[src/rtl/sa_ctrl.sv]
// rtl/sa_ctrl.sv - systolic-array matmul pass sequencer: tile reads, edge skew, start/end/done
// Optional accumulate mode: define SA_CTRL_ACC_EN to add the acc port.
module sa_ctrl #(
    parameter int D_W    = 8,
    parameter int SA_R   = 16,
    parameter int SA_C   = 16,
    parameter int KW     = 8,
    parameter int PE_LAT = 5
) (
    input  logic                  clk,
    input  logic                  rst,
    input  logic                  req,
    input  logic [KW-1:0]         k,
`ifdef SA_CTRL_ACC_EN
    input  logic                  acc,
`endif
    output logic                  busy,
    output logic                  done,
    output logic                  rd_en,
    output logic [KW-1:0]         rd_addr,
    input  logic [SA_R*D_W-1:0]   x_rdata,
    input  logic [SA_C*D_W-1:0]   w_rdata,
    output logic                  sa_start,
    output logic                  sa_end,
    output logic [SA_R*D_W-1:0]   sa_x,
    output logic [SA_C*D_W-1:0]   sa_w
);

    localparam int DRAIN_N = SA_R + SA_C + PE_LAT;
    localparam int DCW     = $clog2(DRAIN_N + 1);
    localparam logic [DCW-1:0] DRAIN_LAST = DCW'(DRAIN_N - 1);

    typedef enum logic [2:0] {S_IDLE, S_CLEAR, S_FEED, S_DRAIN, S_DONE} state_t;

    state_t         state, state_nx;
    logic [KW-1:0]  k_q;
    logic [KW-1:0]  addr_q;
    logic [DCW-1:0] drain_q;
    logic           rd_vld;
    logic           keep_sums;

`ifdef SA_CTRL_ACC_EN
    logic acc_q;
    always_ff @(posedge clk) begin
        if (rst)
            acc_q <= 1'b0;
        else if (state == S_IDLE && req)
            acc_q <= acc;
    end
    assign keep_sums = acc_q;
`else
    assign keep_sums = 1'b0;
`endif

    always_ff @(posedge clk) begin
        if (rst) begin
            state   <= S_IDLE;
            k_q     <= '0;
            addr_q  <= '0;
            drain_q <= '0;
            rd_vld  <= 1'b0;
        end else begin
            state  <= state_nx;
            rd_vld <= rd_en;
            if (state == S_IDLE && req)
                k_q <= k;
            addr_q  <= (state == S_FEED)  ? addr_q + 1'b1  : '0;
            drain_q <= (state == S_DRAIN) ? drain_q + 1'b1 : '0;
        end
    end

    always_comb begin
        state_nx = state;
        busy     = 1'b0;
        done     = 1'b0;
        rd_en    = 1'b0;
        rd_addr  = '0;
        sa_start = 1'b0;
        sa_end   = 1'b0;
        case (state)
            S_IDLE: begin
                sa_end = 1'b1;
                if (req)
                    state_nx = S_CLEAR;
            end
            S_CLEAR: begin
                busy     = 1'b1;
                sa_start = !keep_sums;
                state_nx = (k_q == '0) ? S_DRAIN : S_FEED;
            end
            S_FEED: begin
                busy    = 1'b1;
                rd_en   = 1'b1;
                rd_addr = addr_q;
                if (addr_q == k_q - 1'b1)
                    state_nx = S_DRAIN;
            end
            S_DRAIN: begin
                busy = 1'b1;
                if (drain_q == DRAIN_LAST)
                    state_nx = S_DONE;
            end
            S_DONE: begin
                done     = 1'b1;
                sa_end   = 1'b1;
                state_nx = S_IDLE;
            end
            default: state_nx = S_IDLE;
        endcase
    end

    // Lane i is i+1 registers deep after the read-data stage, giving the diagonal wavefront.
    for (genvar i = 0; i < SA_R; i++) begin : g_x
        logic [D_W-1:0] d [0:i];
        logic           v [0:i];
        always_ff @(posedge clk) begin
            if (rst) begin
                for (int s = 0; s <= i; s++) begin
                    d[s] <= '0;
                    v[s] <= 1'b0;
                end
            end else begin
                d[0] <= x_rdata[i*D_W +: D_W];
                v[0] <= rd_vld;
                for (int s = 1; s <= i; s++) begin
                    d[s] <= d[s-1];
                    v[s] <= v[s-1];
                end
            end
        end
        assign sa_x[i*D_W +: D_W] = v[i] ? d[i] : '0;
    end

    for (genvar j = 0; j < SA_C; j++) begin : g_w
        logic [D_W-1:0] d [0:j];
        logic           v [0:j];
        always_ff @(posedge clk) begin
            if (rst) begin
                for (int s = 0; s <= j; s++) begin
                    d[s] <= '0;
                    v[s] <= 1'b0;
                end
            end else begin
                d[0] <= w_rdata[j*D_W +: D_W];
                v[0] <= rd_vld;
                for (int s = 1; s <= j; s++) begin
                    d[s] <= d[s-1];
                    v[s] <= v[s-1];
                end
            end
        end
        assign sa_w[j*D_W +: D_W] = v[j] ? d[j] : '0;
    end

endmodule

[config.mk]
export PLATFORM = sky130hd
export DESIGN_NAME = sa_ctrl
export DESIGN_NICKNAME = d
export VERILOG_FILES = /design/src/rtl/sa_ctrl.sv
export SDC_FILE = /design/constraint.sdc
export NUM_CORES = 2
export LEC_CHECK = 0
export CAP_MARGIN = 20
export CORE_ASPECT_RATIO = 2
export CORE_MARGIN = 1
export CORE_UTILIZATION = 50
export CTS_CLUSTER_DIAMETER = 150
export DETAILED_ROUTE_END_ITERATION = 16
export PLACE_DENSITY = 0.81
export REMOVE_ABC_BUFFERS = 1
export SLEW_MARGIN = 30
export SYNTH_ARGS = -nofsm -noshare
export SYNTH_HDL_FRONTEND = slang
export SYNTH_SLANG_ARGS = --single-unit
[constraint.sdc]
create_clock -name clk -period 2.9 [get_ports clk]
set_input_delay 0.435 -clock clk [delete_from_list [all_inputs] [get_ports clk]]
set_output_delay 0.435 -clock clk [all_outputs]
set_load 0.02 [all_outputs]
After elaboration in Yosys (flattened, before gate mapping)
Memory sizes are Yosys's and may differ from the RTL's.
Cells that the tools add are included.
- equal/unequal tests: 9
- $add $sub $neg: 3
- reductions and logical operators: 12
- shift operators: 0
- div/mod/pow operators: 0
- bitwise gates (word level): 542
- magnitude comparators: 0
- multiplexer cells: 594
- $mul: 0
- operator list (operator ; number):
    $mux W8 ; 305
    $or A1 B1 Y1 ; 540
    $mux W1 ; 285
    $reduce_or A8 Y1 ; 2
    $pmux W3 S4 ; 1
    $mux W3 ; 3
    $add A8 B1 Y8 const B ; 1
    $eq A8 B8 Y1 ; 1
    $logic_not A8 Y1 ; 1
    $sub A8 B1 Y8 const B ; 1
    $add A6 B1 Y6 const B ; 1
    $eq A3 B2 Y1 const B ; 2
    $eq A6 B6 Y1 const B ; 1
    $reduce_or A2 Y1 ; 3
    $ne A2 B1 Y1 const B ; 2
    $eq A3 B1 Y1 const B ; 1
    $eq A3 B3 Y1 const B ; 1
    $logic_not A3 Y1 ; 1
    $reduce_and A3 Y1 ; 1
    $reduce_or A3 Y1 ; 1
    $ne A2 B2 Y1 const B ; 1
    $not A1 Y1 ; 2
    $reduce_or A1 Y1 ; 2
    $logic_and A1 B1 Y1 ; 1
- register bits: 26
- bits of input ports: 267
- logic and storage cells: 1229
- bits in latches: 0
- bits in writable memories: 2448
- memory bits (read-only): 0
- memories kept: 64
- memories (name ; words ; bits a word ; read ports ; clocked after Yosys merged registers in ; wr ports ; line ; text):
    g_w[15].d ; 16 ; 8 ; 16 ; 0 ; 16 ; 135 ; logic [D_W-1:0] d [0:j];
    g_x[15].d ; 16 ; 8 ; 16 ; 0 ; 16 ; 114 ; logic [D_W-1:0] d [0:i];
    g_w[14].d ; 15 ; 8 ; 15 ; 0 ; 15 ; 135 ;
    g_x[14].d ; 15 ; 8 ; 15 ; 0 ; 15 ; 114 ;
    g_w[13].d ; 14 ; 8 ; 14 ; 0 ; 14 ; 135 ;
    g_x[13].d ; 14 ; 8 ; 14 ; 0 ; 14 ; 114 ;
    +58 memories ; n/a ; n/a ; n/a ; n/a ; n/a ; n/a ;

Depth between registers and ports, before layout
- word-level depth: 4
- mapped depth: 7
- gate-level depth less buffers: 7

Worst setup path before layout
No wires, ideal clock.
- kind: register to output
- from: reg state[1]
- to: out rd_addr[0]
- arrival time: 1.334 ns
- data required time: 2.465 ns
- path slack: 1.131 ns
- cell stages (with the launch flop): 5
- buffers on the path: 1
- cells stage by stage: dfxtp_1 -> clkbuf_2 -> inv_1 -> nor3_2 -> and2_1
- cells in the longest elaborated chain, start to end: 2
- RTL lines (what ; line ; text):
    from (decl) ; 35 ; state_t state, state_nx;
    from (signal assigned) ; 63 ; state <= state_nx;
    $eq A3 B2 Y1 ; 80 ; case (state)
    $mux W8 ; 80 ;
    to (decl) ; 20 ; output logic [KW-1:0] rd_addr,
No other way between the ends.

==> flow_summary.yaml <==
route:
  route.vias.total: 30600
  drt-total-wl_um: 91500
  wl_per_cell_um: 12.6
  ant_nets: 0
  drt_first_iter_violations: 974
  drtPass1Iterations: 4
  routed_via_density: 4.21
  post-route-drc-count: 0
sta:
  rsz0062_at_grt: "no"
  setup_ws_ps: 117
  finalSetupViolations: 0
  max-slew-margin-rel_pct: 42.5
  hold_violations: 0
  final.setup.tns_ps: 0
  skew_ps: 22.1
  fmax_mhz: 359
  period_needed_ps: 2780
  tightestPinTransition_ps: 861
  fin_hold_ws_ps: 96.2
  finalCritPeriodShare_pct: 96.0
  drv_slew: 0
worst_setup_path:
  worstPathRequired_ps: 2470
  worstPathArrival_ps: 2350
  critical_path.endpoint_type: "output pin"
  worstPathCellList: "and2_1 > clkdlybuf4s50_1"
  timing.critical_path.slowest_cell_delay_ps: 710
  crit_family: "flip-flops"
  start_kind: "register"
  slowest_stage: "dfxtp_1"
  critical_path_class: "register to output pin"
  crit_buf_inv: 1
  path_max_fanout: 17
global_route:
  track_usage_pct: 14.7
  grt_pass1_wl_um: 150000
  grt_overflow: 0
  first_global_vias: 30400
  grt_start_max_net_pins: 157
  antenna_found_initial: 12
yosys:
  ys_seq_elements: 2218
  ys_warn_count: 0
  synthArstFlopShare_pct: 0
  synth_ff_type: "dfxtp_1"
  syn_area_um2: 61600
  syn_inst: 5064
  avgSynthCellArea_um2: 12.2
  synth_seq_area_share_pct: 72.1
  ys_types: 39
  synth-edff-count: 0
final_layout:
  final_common_cell: "dfxtp_1"
  syn_to_final_growth_pct: 21.2
  multi_input_area_um2: 16100
  final_nets: 5832
  drive_gt1_share_pct: 6.13
  fillers: 9417
  regArea_um2: 44400
  final_cell_mix: "dfxtp_1, nor2b_1, clkdlybuf4s50_1"
placement:
  hpwl_um: 56100
  port_buffers: 535
  gp_congestion: 0.778
  pre_cts_ws_ps: 696
clocking:
  clkSinkCount: 2218
  postCtsHoldBufs: 0
  h-tree-depth: 4
  cts_made_buffers: 175
  tritoncts: "built"
  path_clk_slew_ps: 60
  clk_path_buf_depth: 3
  clk_latency_ps: 770
  cts-root-buf: "clkbuf_16"
die:
  core-area_um2: 122000
  die_width_um: 250
  die_area_um2: 125000
  fp-row-count: 181
  io_pins: 536
  start_util_pct: 50.5
  die_h_um: 498
power:
  p_per_area_nw_per_um2: 763
  p_leak_nw: 29.2
  ir_worst_vdd_mv: 0.628
outcome:
  status: "complete, no violations"
min_path:
  hold_path.class: "input pin to register"
job:
  cap_violations: 0
-- final timing paths --
check | startpoint | endpoint | slack, ps | depth (start not counted)
max | g_x[14].v[1][5] | sa_x[105] | 120 | 2
min | rst | g_w[15].d[3][16] | 100 | 2
max reg2reg | k_q[0] | state[0] | 970 | 7
min reg2reg | g_w[8].d[0][34] | g_w[8].d[0][42] | 410 | 1
-- Yosys cell counts (all sizes together) (2+ instances only) --
master / instances / area (µm²)
a21o: 2 / 15.0
a21oi: 10 / 50.1
and2: 266 / 1660
and3: 3 / 18.8
buf: 21 / 110
clkbuf: 245 / 921
dfxtp: 2218 / 44400
ha: 4 / 50.1
inv: 8 / 30.0
nand2: 18 / 67.6
nand3: 10 / 50.1
nor2: 21 / 78.8
nor2b: 2193 / 13700
nor3: 6 / 35.0
nor4: 2 / 33.8
or2: 2 / 12.5
xnor2: 10 / 87.6
xor2: 10 / 87.6
-- sequential cells by signal, indices dropped and copies added, names as in the netlist --
name and count:
state 3, g_x.v 8, k_q 8, rd_vld 1, addr_q 8, g_x.d 1088, drain_q 6, g_w.v 8
g_w.d 1088
-- power breakdown --
part / leakage [nW] / internal, mW / switching [mW]
clock network: 2.97 / 13.9 / 10.5
registers: 18.0 / 31.0 / 0.132
logic: 8.27 / 0.742 / 0.703
-- area by class of cell --
class	count	area share, %
inverter	8	0.0402
multi-input combinational	2573	21.6
sequential	2218	59.5
tap	1555	2.61
clock inverter	74	1.35
clock buffer	249	6.78
antenna	3	0.0101
timing repair buffer	585	8.07
-- cell families after synthesis --
group / share of synthesized area (%)
AOI/OAI and AO/OA: 0.217
and+or+nand+nor: 25.6
buffers and inverters: 1.72
DFF: 72.1
adders and majority gates: 0.0813
xor gates and xnor gates: 0.284
-- worst register-to-register path, delay by kind of cell (launching register included) --
| kind | cells | cell delay (ps) |
|---|---|---|
| AO/OA/AOI/OAI | 3 | 570 |
| AND/OR/NAND/NOR | 1 | 250 |
| adder cells (fa/ha/maj) | 1 | 320 |
| XOR/XNOR | 1 | 160 |
| buffers and inverters | 1 | 90 |
| flip-flops | 1 | 440 |
-- stage by stage --
| stage | util, % | power [mW] | cells | cell area, µm² |
|---|---|---|---|---|
| final | 61.2 | 56.9 | 7265 | 74600 |
| after floorplan | - | 32.2 | 4798 | 60500 |
| after detailed placement | 56.2 | 33.2 | 6936 | 68500 |
| after global routing | 61.2 | 59.1 | 7263 | 74600 |
| after CTS | 61.2 | 57.7 | 7262 | 74600 |
| after global placement | 56.2 | 33.2 | 6936 | 68500 |
-- repair_timing --
action | in CTS | in global routing
gates cloned | 1 | 0
buffers inserted | 2 | 0
pin swaps | 1 | 0
resized for setup | 3 | 2
endpoints found under the setup margin | 16 | 11
-- routing by layer --
metal	part of all wire, %	track usage (%)	routed length (µm)	vias up
li1	-	-	-	16200
met1	43	17.2	39600	13400
met2	47	24.9	43200	704
met3	6.1	4.39	5620	228
met4	3.2	6.45	2940	18
met5	0.12	0	114	-
Power figures use the tool's default switching activity.
